<file path="config.mk">
export PLATFORM = sky130hd
export DESIGN_NAME = psram_port_arbiter
export DESIGN_NICKNAME = d
export VERILOG_FILES = /design/src/rtl/psram_port_arbiter_pkg.sv /design/src/rtl/psram_port_arbiter.sv
export SDC_FILE = /design/constraint.sdc
export NUM_CORES = 1
export LEC_CHECK = 0
export ABC_AREA = 0
export BUFFER_PORTS_ARGS = -buffer_cell sky130_fd_sc_hd__clkbuf_2
export CAP_MARGIN = 20
export CORE_MARGIN = 5
export CORE_UTILIZATION = 47
export DETAILED_ROUTE_END_ITERATION = 8
export PLACE_DENSITY = 0.81
export SLEW_MARGIN = 5
export SYNTH_ARGS = -nofsm -noshare
export SYNTH_HDL_FRONTEND = slang
export SYNTH_SLANG_ARGS = --single-unit
</file>
<file path="constraint.sdc">
create_clock -name clk -period 2.15 [get_ports clk]
set_input_delay 0.215 -clock clk [delete_from_list [all_inputs] [get_ports clk]]
set_output_delay 0.215 -clock clk [all_outputs]
set_load 0.01 [all_outputs]
</file>
<file path="src/rtl/psram_port_arbiter_pkg.sv">
// Shared types and defaults for the two-port PSRAM command arbiter.
package psram_port_arbiter_pkg;

  localparam int DEF_ADDR_W  = 22;
  localparam int DEF_DATA_W  = 16;
  localparam int DEF_TIMEOUT = 32;

  // Sequencer states; INIT waits for the controller to finish its own init.
  typedef enum logic [2:0] {
    ST_INIT  = 3'd0,
    ST_IDLE  = 3'd1,
    ST_GUARD = 3'd2,
    ST_WAIT  = 3'd3,
    ST_DONE  = 3'd4
  } state_t;

  // Identity of a requester port.
  typedef enum logic {
    PORT0 = 1'b0,
    PORT1 = 1'b1
  } port_t;

  // Width of a counter that must be able to hold the value t.
  function automatic int cnt_width(input int t);
    return $clog2(t + 1) + 1;
  endfunction

endpackage

</file>
<file path="src/rtl/psram_port_arbiter.sv">
// Two-port arbiter in front of a single PsramController command port.
// Each granted access is sequenced as: issue pulse, one guard cycle,
// wait for busy to fall (or time out), one-cycle ack to the owner.
module psram_port_arbiter
  import psram_port_arbiter_pkg::*;
#(
  parameter int ADDR_W         = DEF_ADDR_W,
  parameter int DATA_W         = DEF_DATA_W,
  parameter int TIMEOUT_CYCLES = DEF_TIMEOUT,
  parameter int FIXED_PRIO     = 0
) (
  input  logic              clk,
  input  logic              resetn,
  input  logic              req0,
  input  logic              req1,
  input  logic              we0,
  input  logic              we1,
  input  logic              bw0,
  input  logic              bw1,
  input  logic [ADDR_W-1:0] addr0,
  input  logic [ADDR_W-1:0] addr1,
  input  logic [DATA_W-1:0] wdata0,
  input  logic [DATA_W-1:0] wdata1,
  output logic              ack0,
  output logic              ack1,
  output logic [DATA_W-1:0] rdata,
  output logic              err,
  output logic              ready,
  output logic              mem_read,
  output logic              mem_write,
  output logic              mem_byte_write,
  output logic [ADDR_W-1:0] mem_addr,
  output logic [DATA_W-1:0] mem_din,
  input  logic [DATA_W-1:0] mem_dout,
  input  logic              mem_busy
);

  localparam int CNT_W = cnt_width(TIMEOUT_CYCLES);
  localparam logic [CNT_W-1:0] CNT_LIMIT = CNT_W'(TIMEOUT_CYCLES);
  localparam logic [CNT_W-1:0] CNT_ONE   = CNT_W'(1);

  state_t            state, state_next;
  port_t             grant, grant_next;
  port_t             last_grant, last_grant_next;
  logic [CNT_W-1:0]  cnt, cnt_next;
  logic              ack0_next, ack1_next;
  logic [DATA_W-1:0] rdata_next;
  logic              err_next, ready_next;
  logic              mem_read_next, mem_write_next, mem_byte_write_next;
  logic [ADDR_W-1:0] mem_addr_next;
  logic [DATA_W-1:0] mem_din_next;

  // Winner of an arbitration round. A lone requester always wins; on a tie
  // round-robin hands the grant to the port that was not served last, while
  // fixed priority always favours port 0.
  function automatic port_t pick_port(input logic r0, input logic r1,
                                      input port_t lg);
    port_t p;
    if (r0 && r1) begin
      if (FIXED_PRIO != 0) p = PORT0;
      else                 p = (lg == PORT0) ? PORT1 : PORT0;
    end else if (r1) begin
      p = PORT1;
    end else begin
      p = PORT0;
    end
    return p;
  endfunction

  // Next-state and next-output computation; every output is a register.
  always_comb begin
    state_next          = state;
    grant_next          = grant;
    last_grant_next     = last_grant;
    cnt_next            = cnt;
    ack0_next           = 1'b0;
    ack1_next           = 1'b0;
    rdata_next          = rdata;
    err_next            = err;
    ready_next          = ready;
    mem_read_next       = 1'b0;
    mem_write_next      = 1'b0;
    mem_byte_write_next = mem_byte_write;
    mem_addr_next       = mem_addr;
    mem_din_next        = mem_din;

    case (state)
      ST_INIT: begin
        if (!mem_busy) begin
          state_next = ST_IDLE;
          ready_next = 1'b1;
        end
      end

      ST_IDLE: begin
        if (req0 || req1) begin
          grant_next = pick_port(req0, req1, last_grant);
          if (grant_next == PORT1) begin
            mem_addr_next       = addr1;
            mem_din_next        = wdata1;
            mem_byte_write_next = bw1 & we1;
            mem_write_next      = we1;
            mem_read_next       = ~we1;
          end else begin
            mem_addr_next       = addr0;
            mem_din_next        = wdata0;
            mem_byte_write_next = bw0 & we0;
            mem_write_next      = we0;
            mem_read_next       = ~we0;
          end
          cnt_next   = '0;
          state_next = ST_GUARD;
        end
      end

      // The controller raises busy only one cycle after the command, so
      // busy is not trusted on this edge.
      ST_GUARD: begin
        cnt_next   = cnt + CNT_ONE;
        state_next = ST_WAIT;
      end

      ST_WAIT: begin
        cnt_next = cnt + CNT_ONE;
        if (!mem_busy) begin
          rdata_next = mem_dout;
          ack0_next  = (grant == PORT0);
          ack1_next  = (grant == PORT1);
          state_next = ST_DONE;
        end else if (cnt >= CNT_LIMIT) begin
          // Give up on the controller: still release the requester so it
          // cannot hang, but flag the failure permanently.
          err_next   = 1'b1;
          ack0_next  = (grant == PORT0);
          ack1_next  = (grant == PORT1);
          state_next = ST_DONE;
        end
      end

      // Ack is visible this cycle; requests are not looked at here so the
      // requester has one edge to drop req before the next arbitration.
      ST_DONE: begin
        last_grant_next = grant;
        state_next      = ST_IDLE;
      end

      default: begin
        state_next = ST_INIT;
      end
    endcase
  end

  // Register bank for state, bookkeeping and all outputs.
  always_ff @(posedge clk or negedge resetn) begin
    if (!resetn) begin
      state          <= ST_INIT;
      grant          <= PORT0;
      last_grant     <= PORT1;
      cnt            <= '0;
      ack0           <= 1'b0;
      ack1           <= 1'b0;
      rdata          <= '0;
      err            <= 1'b0;
      ready          <= 1'b0;
      mem_read       <= 1'b0;
      mem_write      <= 1'b0;
      mem_byte_write <= 1'b0;
      mem_addr       <= '0;
      mem_din        <= '0;
    end else begin
      state          <= state_next;
      grant          <= grant_next;
      last_grant     <= last_grant_next;
      cnt            <= cnt_next;
      ack0           <= ack0_next;
      ack1           <= ack1_next;
      rdata          <= rdata_next;
      err            <= err_next;
      ready          <= ready_next;
      mem_read       <= mem_read_next;
      mem_write      <= mem_write_next;
      mem_byte_write <= mem_byte_write_next;
      mem_addr       <= mem_addr_next;
      mem_din        <= mem_din_next;
    end
  end

endmodule

</file>
==> reports/metrics.cfg, run 1 <==
[outcome]
outcome = finished, final reports clean

[floorplanning]
die_y_um = 97.8
rows = 32
die_x_um = 97.8
io_pins = 162
coreArea_um2 = 7610
die-area_um2 = 9560
floorplan.initialDensity_pct = 47.6

[cells_and_area]
n_fill_cell = 629
seq_area_um2 = 1830
mostFrequentLayoutCells = clkbuf_2 (160), dfrtp_1 (72), mux2_2 (55), mux2_4 (39), clkbuf_8 (11)
n_antenna_cell = 0
drive_gt1_share_pct = 69.4
final_common_cell = clkbuf_2
syn_to_final_growth_pct = 30.5
nNetsFinal = 513
multiInputGateArea_um2 = 1630

[sta]
max_freq_ghz = 0.559
period_share_pct = 83.1
setup_viol = 0
slew-limit-headroom_pct = 66.1
drv_slew = 0
worst_pin_slew_ps = 509
tns_ps = 0
rsz0062_at_grt = no
period_minus_slack_ps = 1790
fin_worst_skew_ps = 6.80
hold_viol = 0

[yosys]
ys_seq_area_share_pct = 50.5
synth_area_per_cell_um2 = 15.1
yosys.area.top_type = dfrtp_1
async_flop_share_pct = 100
synth_edf_count = 0
yosysWarnings = 0
netlist.area_leader.share_pct = 49.8
ys_ff_latch = 73
synth_area_leaders = dfrtp_1 (50%), mux2_2 (17%), mux2_4 (16%), buf_12 (2.2%), buf_6 (1.6%)
synth-main-ff-cell = dfrtp_1
synth_area_um2 = 3620
synth_nets = 342
synthCells = 239
ys_types = 38

[cts]
htree_levels = 3
cts_tree = done
cts_resized = 0
clkSinkCount = 73
clk-insertion-delay-late_ps = 330
cts.path.max_buffers = 2
path_clk_slew_ps = 80
cts_buffers = 9
root_buffer = clkbuf_8

[pwr]
p_leak_uw = 0.00240
finalPower_uw = 6580
peakVddDrop_mv = 0.634
power_density_nw_per_um2 = 1390

[run]
drv_cap = 0

[grt]
overflow = 0
grt_pass1_vias = 2781
grt_max_degree = 42
grt_pass1_wl_um = 13300
grt_antenna_before_repair = 0
track_usage_pct = 17.1

[detailed_routing]
drc = 0
wl_per_cell_um = 15.4
first_pass_iters = 4
avgViaCountPerCell = 4.90
drt_iter0_drc = 26
drt-total-wl_um = 7980
vias = 2533
ant_nets = 0

[placement]
io_buffer_count = 161
gp_congestion = 0.882
dp_hpwl_um = 6330

[setup_path]
worst_setup_path_start_kind = flop
cp.arrival_ps = 2010
critPathKind = flop to flop
cp-end-kind = flop
worstPathMaxFanout = 16
required_ps = 2370

[min_path]
hold_path.class = input port to flop

[worst paths after layout]
kind / from / to / slack [ps] / cells after the start
worst max register to register: state[1] / mem_din[1] / 360 / 4
worst min-delay path: mem_dout[11] / rdata[11] / 100 / 2
min in group asynchronous: resetn / rdata[7] / 460 / 3
worst min register to register: ready / ready / 460 / 1
max in group asynchronous: resetn / last_grant / 1270 / 3
worst max-delay path: state[1] / mem_din[1] / 360 / 4
[per-layer routing]
layer / up-vias / global-route usage, % / part of all wire (%)
li1: 1202 / - / -
met1: 1225 / 19.4 / 39
met2: 92 / 30.4 / 53
met3: 14 / 4.14 / 6.5
met4: 0 / 7.67 / 2.0
met5: - / 0 / 0
[metrics by stage]
stage               instances  hold WS (ps)  setup slack [ps]  utilization [%]  area (um2)
CTS                       517          90.4               357             62.1        4720
global placement          500           259               433             58.9        4480
detailed placement        500           272               367             58.9        4480
finish                    517           103               363             62.1        4720
floorplan                 239         -80.6               654                -        3620
global route              517          91.7               293             62.1        4720
[where the power goes]
group	internal, uW	total [uW]	leakage [uW]	switching, uW
Clock	713	1200	0.000115	486
Combinational	1660	2930	0.00141	1270
Sequential	2030	2450	0.000879	424
[flip-flops by register name, summed over array words and instances, names as in the netlist]
register	count
mem_addr	22
mem_din	16
rdata	16
cnt	7
state	3
ack0	1
ack1	1
err	1
grant	1
last_grant	1
mem_byte_write	1
mem_read	1
mem_write	1
ready	1
[cell type report]
type                            count  area share (%)
Sequential cell                    73            38.7
Multi-Input combinational cell    150            34.5
Timing Repair Buffer              170            18.8
Clock buffer                       11            3.21
Tap cell                          102            2.70
Clock inverter                      5            1.64
Inverter                            6           0.477
[logic make-up (layout without fill, tap and decap cells)]
group / count (synthesis) / count (layout) / synth area share [%]
AOI/OAI and AO/OA: 22 / 22 / 4.53
DFF: 73 / 73 / 50.5
buffers and inverters: 16 / 192 / 4.53
muxes: 98 / 98 / 34.4
adders and majority gates: 2 / 2 / 0.691
and+or+nand+nor: 28 / 28 / 5.36
[cells in the mapped netlist, drive strengths merged, types with 2 or more instances]
cell,number
mux2,94
dfrtp,72
buf,10
o21ai,7
inv,6
nor2,6
nand2,5
a21oi,4
mux2i,4
nor3,4
ha,2
nand2b,2
nand3,2
nor2b,2
o21bai,2
o31ai,2
[worst max-delay path, stage by stage (launching register included)]
cell and delay (ps):
dfrtp_1 500, o21bai_4 280, nor2_8 330, buf_4 250
mux2_4 310
[what timing repair did]
action                                  CTS  global route
endpoints found under the setup margin    0             0
hold buffers                              1             0
setup buffers                             0             0
endpoints found under the hold margin    72             0
Note: power is estimated with default switching activity, not from simulation.
==> run 2: changes to the inputs <==
ABC_AREA = 1   (was 0)
PLACE_DENSITY = 0.82   (was 0.81)
clock period = 1.9 ns   (was 2.15 ns; I/O delays follow)
==> run 2 against run 1 <==
Against the previous run: critical path depth grew 2; cell count rose by 41%; cell area shrank 1.7%; largest power group unchanged; clock power is 36% higher; die area down 4.8%.
==> reports/metrics.cfg, run 2 <==
[outcome]
outcome = finished, final reports clean

[yosys]
yosysWarnings = 0
synth_edf_count = 0
yosysMostFrequentCell = nand2_1
yosys.area.top_type = dfrtp_1
synthCells = 465
synth_area_leaders = dfrtp_1 (53%), nand2_1 (33%), nand3_1 (3.9%), buf_2 (1.8%), inv_1 (1.6%)
ys_types = 21
synth_area_per_cell_um2 = 7.37
netlist.area_leader.share_pct = 52.6
ys_ff_latch = 73
synth_common_cells = nand2_1 (297), dfrtp_1 (72), nand3_1 (27)
async_flop_share_pct = 100
ys_seq_area_share_pct = 53.3
synth_nets = 568
synth-main-ff-cell = dfrtp_1
synth_area_um2 = 3430

[setup_path]
r2r_end = cnt[1]
critPathKind = flop to flop
slowest_delay_ps = 440
reg2reg_depth = 6
ff2ff_setup_slack_ps = 370
cp-end-kind = flop
worstPathMaxFanout = 16
required_ps = 2120
worst_setup_path_start_kind = flop
cp.arrival_ps = 1760
worstReg2RegStart = state[2]
crit_chain = inv_1 > nand2_1 > nor2_4 > nor2_1 > nand2_1 > nand2_1
cpMaxStageDelayCell = dfrtp_1
cp_common_cell = nand2_1

[placement]
dp_hpwl_um = 6640
io_buffer_count = 161
gp_congestion = 0.797

[cts]
root_buffer = clkbuf_8
cts_buffers = 9
path_clk_slew_ps = 80
cts.path.max_buffers = 2
clkSinkCount = 73
htree_levels = 3
clk-insertion-delay-late_ps = 340
cts_tree = done

[sta]
setup_viol = 0
period_minus_slack_ps = 1530
rsz0062_at_grt = no
hold_viol = 0
slew-limit-headroom_pct = 65.4
max_freq_ghz = 0.652
period_share_pct = 80.8
drv_slew = 0
fin_worst_skew_ps = 9.91
hold-worst-slack_ps = 73.8
worst_pin_slew_ps = 518
tns_ps = 0

[detailed_routing]
vias = 3412
drt-total-wl_um = 8860
avgViaCountPerCell = 4.67
ant_nets = 0
first_pass_iters = 6
drt_iter0_drc = 99
drc = 0
wl_per_cell_um = 12.1

[cells_and_area]
max_flop_register = mem_addr
final_common_cell = nand2_1
nNetsFinal = 729
biggestRegsByFlops = mem_addr: 22 flops, mem_din: 16 flops, rdata: 16 flops
n_fill_cell = 597
n_antenna_cell = 0
largest_register_ff_count = 22
mostFrequentLayoutCells = nand2_1 (297), clkbuf_2 (160), dfrtp_1 (72), nand3_1 (27), inv_1 (15)
drive_gt1_share_pct = 30.4
syn_to_final_growth_pct = 35.4

[pwr]
p_leak_uw = 0.00285
p_seq_share_pct = 37.8
p_switching_uw = 2570
clkPwrFrac_pct = 23.7
pwr-share-comb_pct = 38.5
power_density_nw_per_um2 = 1480
peakVddDrop_mv = 0.687
switching_share_pct = 37.4
cellInternalPower_uw = 4300

[min_path]
hold-path-endpoint = rdata[5]
hold_path.class = input port to flop
hp-start = mem_dout[5]
holdPathStages = 3

[run]
drv_cap = 0

[grt]
track_usage_pct = 20.2
grt_pass1_vias = 3249
grt_pass1_wl_um = 14500
grt_antenna_before_repair = 0
overflow = 0
grt_max_degree = 74

[floorplanning]
coreArea_um2 = 7180
rows = 31
floorplan.initialDensity_pct = 47.8
die_y_um = 95.4
io_pins = 162
die-area_um2 = 9100
die_x_um = 95.4

-- run 2: cell count changes after synthesis, moves of 5 or more --
cell / delta
buf_2: +11
buf_6: -5
clkbuf_1: +5
inv_1: +9
mux2_2: -55
mux2_4: -39
nand2_1: +292
nand3_1: +25
nor2_1: +6
-- run 2: area by class of cell --
type	instances	area, um2	area share, %
sequential	73	1830	39.4
timing repair buffer	170	913	19.7
tap	99	124	2.67
clock buffer	11	151	3.26
inverter	16	60.1	1.29
clock inverter	5	125	2.70
multi-input combinational	356	1440	31.0
-- run 2: timing repair --
item,CTS,global route
gates resized for setup,0,0
endpoints found under the hold margin,72,0
setup buffers,0,0
hold buffers,1,0
-- run 2: layer usage --
metal	vias up	part of all wire, %	track usage, %
li1	1738	-	-
met1	1553	43	25.4
met2	103	49	33.9
met3	18	6.2	4.97
met4	0	2.1	7.11
met5	-	0	0
-- run 2: metrics by stage --
| stage | total power, uW | worst slack, ps | instances | util, % | cell area (um2) |
|---|---|---|---|---|---|
| after global placement | 5160 | 474 | 713 | 60.7 | 4350 |
| after floorplan | 4180 | 626 | 465 | - | 3430 |
| final | 6870 | 366 | 730 | 64.7 | 4640 |
| after global routing | 7420 | 197 | 730 | 64.7 | 4640 |
| after detailed placement | 5290 | 398 | 713 | 60.7 | 4350 |
| after CTS | 6940 | 367 | 730 | 64.7 | 4640 |
-- run 2: worst max-delay path: cells and delay by family (launching register included) --
kind	cells	cell delay [ps]
buffers and inverters	1	170
and+or+nand+nor	5	800
DFF	1	440
-- run 2: how the worst max path moves through the flow --
stage / from / endpoint / slack [ps]
2_1_floorplan: last_grant / mem_byte_write / 630
3_3_place_gp: last_grant / mem_write / 470
3_5_place_dp: state[2] / cnt[5] / 400
4_1_cts: state[2] / cnt[1] / 370
5_1_grt: state[2] / cnt[4] / 200
6_report: state[2] / cnt[1] / 370
-- run 2: kinds of logic after synthesis --
logic type	synth area share, %
buffers and inverters	4.71
adders and majority gates	0.730
DFF	53.3
AOI/OAI and AO/OA	2.01
and+or+nand+nor	39.2
-- run 2: power by group through the flow --
| stage | clock, uW | sequential (uW) | combinational [uW] |
|---|---|---|---|
| final | 1630 | 2600 | 2640 |
| after global routing | 1750 | 2680 | 3000 |
| after CTS | 1660 | 2590 | 2680 |
| after detailed placement | 0 | 2610 | 2670 |
| after global placement | 0 | 2600 | 2570 |
| after floorplan | 0 | 2840 | 1340 |
